===== src/rtl/sc_nco_pkg.sv =====
// rtl/sc_nco_pkg.sv - shared widths, LUT latency and address helpers for the quadrature NCO
package sc_nco_pkg;

    localparam int PW      = 32;
    localparam int ASZ     = 10;
    localparam int DSZ     = 18;
    localparam int LUT_LAT = 2;

    // Quarter turn of the LUT; integrators tie ofs to this for sine/cosine pairs.
    localparam logic [ASZ-1:0] QTR = ASZ'(1 << (ASZ - 2));

    function automatic logic [ASZ-1:0] phase_to_addr(input logic [PW-1:0] phase);
        return phase[PW-1 -: ASZ];
    endfunction

endpackage


===== src/rtl/sc_nco_phase.sv =====
// rtl/sc_nco_phase.sv - phase accumulator with glitch-free frequency update and hard sync
module sc_nco_phase
    import sc_nco_pkg::*;
(
    input  logic          clk,
    input  logic          reset_n,
    input  logic          i_ena,
    input  logic [PW-1:0] i_freq,
    input  logic          i_freq_ld,
    input  logic          i_sync,
    output logic [PW-1:0] o_phase_nxt,
    output logic          o_wrap
);

    logic [PW-1:0] r_phase;
    logic [PW-1:0] r_freq_act;
    logic [PW-1:0] r_freq_pend;
    logic          r_pend_flag;
    logic          r_sync_pend;
    logic          r_wrap;

    logic          w_sync_now;
    logic          w_pend_now;
    logic [PW-1:0] w_pend_val;
    logic [PW:0]   w_sum;

    // A load or sync arriving on the ena cycle itself takes effect at that same edge.
    assign w_sync_now  = i_sync | r_sync_pend;
    assign w_pend_now  = i_freq_ld | r_pend_flag;
    assign w_pend_val  = i_freq_ld ? i_freq : r_freq_pend;
    assign w_sum       = {1'b0, r_phase} + {1'b0, r_freq_act};
    assign o_phase_nxt = w_sync_now ? '0 : w_sum[PW-1:0];
    assign o_wrap      = r_wrap;

    always_ff @(posedge clk) begin
        if (!reset_n) begin
            r_phase     <= '0;
            r_freq_act  <= '0;
            r_freq_pend <= '0;
            r_pend_flag <= 1'b0;
            r_sync_pend <= 1'b0;
            r_wrap      <= 1'b0;
        end else begin
            r_wrap <= 1'b0;
            if (i_freq_ld) begin
                r_freq_pend <= i_freq;
                r_pend_flag <= 1'b1;
            end
            if (i_sync) begin
                r_sync_pend <= 1'b1;
            end
            if (i_ena) begin
                // This step still uses the old increment; the new one applies from the next ena.
                r_phase     <= o_phase_nxt;
                r_wrap      <= ~w_sync_now & w_sum[PW];
                r_sync_pend <= 1'b0;
                if (w_pend_now) begin
                    r_freq_act  <= w_pend_val;
                    r_pend_flag <= 1'b0;
                end
            end
        end
    end

endmodule


===== src/rtl/sc_nco.sv =====
// rtl/sc_nco.sv - quadrature NCO driving two LUT addresses and capturing aligned samples
module sc_nco
    import sc_nco_pkg::*;
(
    input  logic                  clk,
    input  logic                  reset_n,
    input  logic                  ena,
    input  logic [PW-1:0]         freq,
    input  logic                  freq_ld,
    input  logic [ASZ-1:0]        ofs,
    input  logic                  sync,
    output logic [ASZ-1:0]        lut_a0,
    output logic [ASZ-1:0]        lut_a1,
    input  logic signed [DSZ-1:0] lut_d0,
    input  logic signed [DSZ-1:0] lut_d1,
    output logic signed [DSZ-1:0] out0,
    output logic signed [DSZ-1:0] out1,
    output logic                  out_valid,
    output logic                  wrap
);

    logic [PW-1:0]         w_phase_nxt;
    logic [ASZ-1:0]        w_addr;
    logic [ASZ-1:0]        r_lut_a0;
    logic [ASZ-1:0]        r_lut_a1;
    logic [LUT_LAT:0]      r_vpipe;
    logic signed [DSZ-1:0] r_out0;
    logic signed [DSZ-1:0] r_out1;
    logic                  r_out_valid;

    sc_nco_phase u_phase (
        .clk         (clk),
        .reset_n     (reset_n),
        .i_ena       (ena),
        .i_freq      (freq),
        .i_freq_ld   (freq_ld),
        .i_sync      (sync),
        .o_phase_nxt (w_phase_nxt),
        .o_wrap      (wrap)
    );

    // Addresses are taken from the post-step phase so they line up with the wrap pulse.
    assign w_addr = phase_to_addr(w_phase_nxt);

    always_ff @(posedge clk) begin
        if (!reset_n) begin
            r_lut_a0    <= '0;
            r_lut_a1    <= ofs;
            r_vpipe     <= '0;
            r_out0      <= '0;
            r_out1      <= '0;
            r_out_valid <= 1'b0;
        end else begin
            if (ena) begin
                r_lut_a0 <= w_addr;
                r_lut_a1 <= w_addr + ofs;
            end
            r_vpipe     <= {r_vpipe[LUT_LAT-1:0], ena};
            r_out_valid <= r_vpipe[LUT_LAT];
            if (r_vpipe[LUT_LAT]) begin
                r_out0 <= lut_d0;
                r_out1 <= lut_d1;
            end
        end
    end

    assign lut_a0    = r_lut_a0;
    assign lut_a1    = r_lut_a1;
    assign out0      = r_out0;
    assign out1      = r_out1;
    assign out_valid = r_out_valid;

endmodule


===== config.mk =====
export PLATFORM = sky130hd
export DESIGN_NAME = sc_nco
export DESIGN_NICKNAME = d
export VERILOG_FILES = /design/src/rtl/sc_nco_pkg.sv /design/src/rtl/sc_nco_phase.sv /design/src/rtl/sc_nco.sv
export SDC_FILE = /design/constraint.sdc
export NUM_CORES = 1
export LEC_CHECK = 0
export BUFFER_PORTS_ARGS = -buffer_cell sky130_fd_sc_hd__buf_2
export CAP_MARGIN = 20
export CORE_AREA = 3 3 175 134
export DETAILED_ROUTE_END_ITERATION = 7
export DIE_AREA = 0 0 178 137
export SLEW_MARGIN = 25
export SYNTH_ARGS = -nofsm -noshare
export SYNTH_HDL_FRONTEND = slang
export SYNTH_SLANG_ARGS = --single-unit

===== constraint.sdc =====
create_clock -name clk -period 12.3 [get_ports clk]
set_input_delay 3.69 -clock clk [delete_from_list [all_inputs] [get_ports clk]]
set_output_delay 3.69 -clock clk [all_outputs]
set_load 0.1 [all_outputs]

==> summary.md <==
| Metric | Value |
|---|---|
| Setup ws final | roughly 6.2 ns |
| Crit share post-route | 49.9% |
| Finished Cell Area | a little under 9000 µm² |
| Post-Syn Area | between 7000 and 8000 µm² |
| Crit. End Element | flip-flop |
| Placed wire-length estimate | approximately 13,000 µm |
| Synth Flop Type | dfxtp_1 |
| Final setup TNS | 0 ns |
| Via density per instance | slightly below 5 |
| Hold Crit Class | flip-flop to flip-flop |
| Unique masters post-synth | 58 |
| Starting density of the core | 32.7% |
| Worst path required time | between 10 and 15 ns |
| EDFF count, synth | 10 |
| Die ar. | between 20,000 and 25,000 µm² |
| Fmax | between 150 and 200 MHz |
| Share of post-route cells with drive strength above 1 | 21.6% |
| Root buf cell | clkbuf_16 |
| RSZ-0062 raised after global routing | false |
| H-tree Lvls | 4 |
| Crit-path slowest cell | fa_1 |
| P_leak | between 0.003 and 0.004 µW |
| Reg-to-Reg End | lut_a1[8] |
| Hold Crit Endpoint | r_vpipe[2] |
| Die height | between 100 and 150 µm |
| R2R depth | 20 |
| Vias in the first global route | approximately 5,500 |
| Clk sinks | approximately 150 |
| CP Launch Type | input port |
| Initial antenna violation count | 1 |
| Post-CTS Setup Repair Bufs | 0 |
| Largest net degree at the start of global routing | approximately 100 |
| Max-slew violations | 0 |
| CTS tree | yes |
| DIE WIDTH | approximately 180 µm |
| CTS resizes | 0 |
| Routed Antenna Nets | 0 |
| Peak VDD IR | about 0.083 mV |
| Most used cell along the critical path | o21ai_0 |
| Post-synthesis sequential area ratio | a little over two fifths |
| Arr. time, crit path | 6.29 ns |
| Slowest Stage Delay on Critical Path | 0.40 ns |
| Floorplan core area | ~22,000 µm² |
| Synthesized Nets | ~910 |
| Final nets | 1,022 |
| GP Congestion | 0.847 |
| First-pass GRT wire length | roughly 28,000 µm |
| 1st-pass router iterations | 5 |
| Final setup vio count | 0 |
| CTS clk-pin slew, worst paths | 0.06 ns |
| Post-Syn Instances | 781 |
| Area grow syn2layout | 20.6% |
| Max_cap viols | 0 |
| Reg-to-Reg Start | u_phase.r_freq_act[0] |
| Hold-fix buffers at CTS | 0 |
| Ys async rst share | 0% |
| Final hold violation count | 0 |
| Tmin final | about 6.1 ns |
| Post-DP Area | between 8000 and 9000 µm² |
| Mean Syn Cell Area | ~9.2 µm² |
| Final core occ | between 30% and 40% |
| Wirelength, routed | ~17,000 µm |
| Drc violations | 0 |
| PortBufs | 140 |
| Post-route clock skew | 0.00894 ns |
| ANT cells | 0 |
| Total gr overflow | 0 |
| Synth Warn # | 0 |
| Max-slew headroom | about two fifths |
| Initial DRC count | ~360 |
| CP Cell Sequence | buf_2 -> or2_2 -> nor2_1 -> ha_1 -> inv_1 -> fa_1 -> nor2b_1 -> o21ai_0 -> a21boi_0 -> o21ai_0 -> a21boi_0 -> o21ai_0 -> nand4b_1 -> o311ai_0 |
| Worst slack at placement | around 5.8 ns |
| Fillcell total | 2,199 |
| Hold path depth | 1 |
| Tot Pwr | between 1000 and 1500 µW |
| Hold Startpoint | r_vpipe[1] |
| Status | complete, no violations |
| PD cells | 141 nW/µm² |
| Maximum net fanout on the critical path | 12 |
| Routed via count | 5,797 |
| Clock latency on the worst-skew pair | around 0.42 ns |
| Critical path class | input port to flip-flop |
| GR Util All Layers | 14.3% |
| Worst-Margin Slew | 0.906 ns |
| Wirelength per Cell | 14.4 µm |
| FP Rows | between 40 and 50 |
| CTS Buffer Depth | 2 |
| Number of I/O pins | approximately 140 |
| #FFs+latches synth | around 150 |
| Num CTS Buffers | 17 |
| R2R Setup Slk | about 7.3 ns |
==> flip-flops by register name (all words and copies together), names as in the netlist <==
name and flops:
lut_a0 9, u_phase.r_sync_pend 1, u_phase.r_freq_pend 32, lut_a1 10, u_phase.r_pend_flag 1, u_phase.r_phase 23, out0 18, r_vpipe 3
u_phase.r_freq_act 32, out1 18, out_valid 1, u_phase.o_wrap 1
==> stage by stage <==
stage                     std cells  hold slack [ns]
final                          1203            0.442
after global routing           1203            0.483
after CTS                      1203            0.450
after detailed placement       1171            0.430
after global placement         1171            0.426
after floorplan                 781            0.412
==> synthesized netlist by cell type (4+ instances only) <==
| master | count | area (µm²) |
|---|---|---|
| a211oi_1 | 38 | 285 |
| a21o_1 | 13 | 97.6 |
| a21o_2 | 4 | 35.0 |
| a21oi_1 | 39 | 195 |
| and2_1 | 6 | 37.5 |
| and3_1 | 4 | 25.0 |
| buf_1 | 13 | 48.8 |
| buf_4 | 10 | 75.1 |
| clkbuf_1 | 25 | 93.8 |
| dfxtp_1 | 139 | 2780 |
| edfxtp_1 | 10 | 300 |
| ha_1 | 41 | 513 |
| inv_1 | 12 | 45.0 |
| mux2_2 | 5 | 56.3 |
| mux2i_1 | 69 | 691 |
| nand2_1 | 54 | 203 |
| nand3_1 | 11 | 55.1 |
| nand4_1 | 4 | 25.0 |
| nand4b_1 | 4 | 35.0 |
| nor2_1 | 125 | 469 |
| nor3_1 | 10 | 50.1 |
| o21ai_0 | 50 | 250 |
| o31ai_1 | 4 | 30.0 |
| xnor2_1 | 16 | 140 |
| xor2_1 | 16 | 140 |
==> layer usage <==
metal	share of wire, %	vias to the layer above	track usage (%)	wire length (µm)
met5	0.075	-	0	13
met4	1.1	2	4.14	195
met3	6.2	18	4.27	1080
met2	43	148	21.3	7500
met1	49	2630	19.9	8540
li1	-	2999	-	-
==> worst max-delay path, delay by kind of cell <==
kind,cells,cell delay (ns)
compound gates,6,1.08
fa+ha+maj,2,0.57
buf+inv,2,0.16
simple gates,4,0.77
==> logic make-up after synthesis <==
family,Yosys count,share of synthesized area (%)
XOR/XNOR,32,3.91
multiplexers,74,10.4
AO/OA/AOI/OAI,186,17.0
flip-flops,149,43.0
buffers and inverters,60,3.66
AND/OR/NAND/NOR,237,14.3
adder cells (fa/ha/maj),43,7.71
==> worst max path at each step <==
stage,depth (start not counted),start,slack [ns],to
floorplan,10,sync,6.09,lut_a1[9]
global placement,14,sync,5.90,lut_a1[8]
detailed placement,14,sync,5.78,lut_a1[8]
CTS,14,sync,6.21,lut_a1[8]
global route,14,sync,5.94,lut_a1[8]
finish,14,sync,6.16,lut_a1[8]
==> cell type report <==
class	count	area (µm²)	share of cell area, %
Clock inverter	12	129	1.49
Sequential cell	149	3090	35.7
Clock buffer	20	447	5.16
Tap cell	294	368	4.25
Inverter	12	46.3	0.535
Multi-Input combinational cell	572	3840	44.4
Timing Repair Buffer	144	734	8.49
==> power breakdown <==
group | total (µW) | internal, µW | switching (µW) | leakage (µW)
registers | 526 | 513 | 13.1 | 0.00124
logic | 183 | 56.0 | 127 | 0.00226
clock network | 510 | 304 | 206 | 0.000273
total | 1220 | 873 | 346 | 0.00377
==> cells in the final DEF (no fill, tap or decap), drive strengths merged, types with 16 or more instances in the layout <==
cell type  synthesis  layout
buf               23     144
dfxtp            139     139
nor2             126     126
mux2i             69      69
nand2             54      54
o21ai             53      53
ha                41      41
a21oi             40      40
a211oi            38      38
clkbuf            25      20
a21o              17      17
xnor2             16      16
xor2              16      16
(Power assumes the default switching activity.)
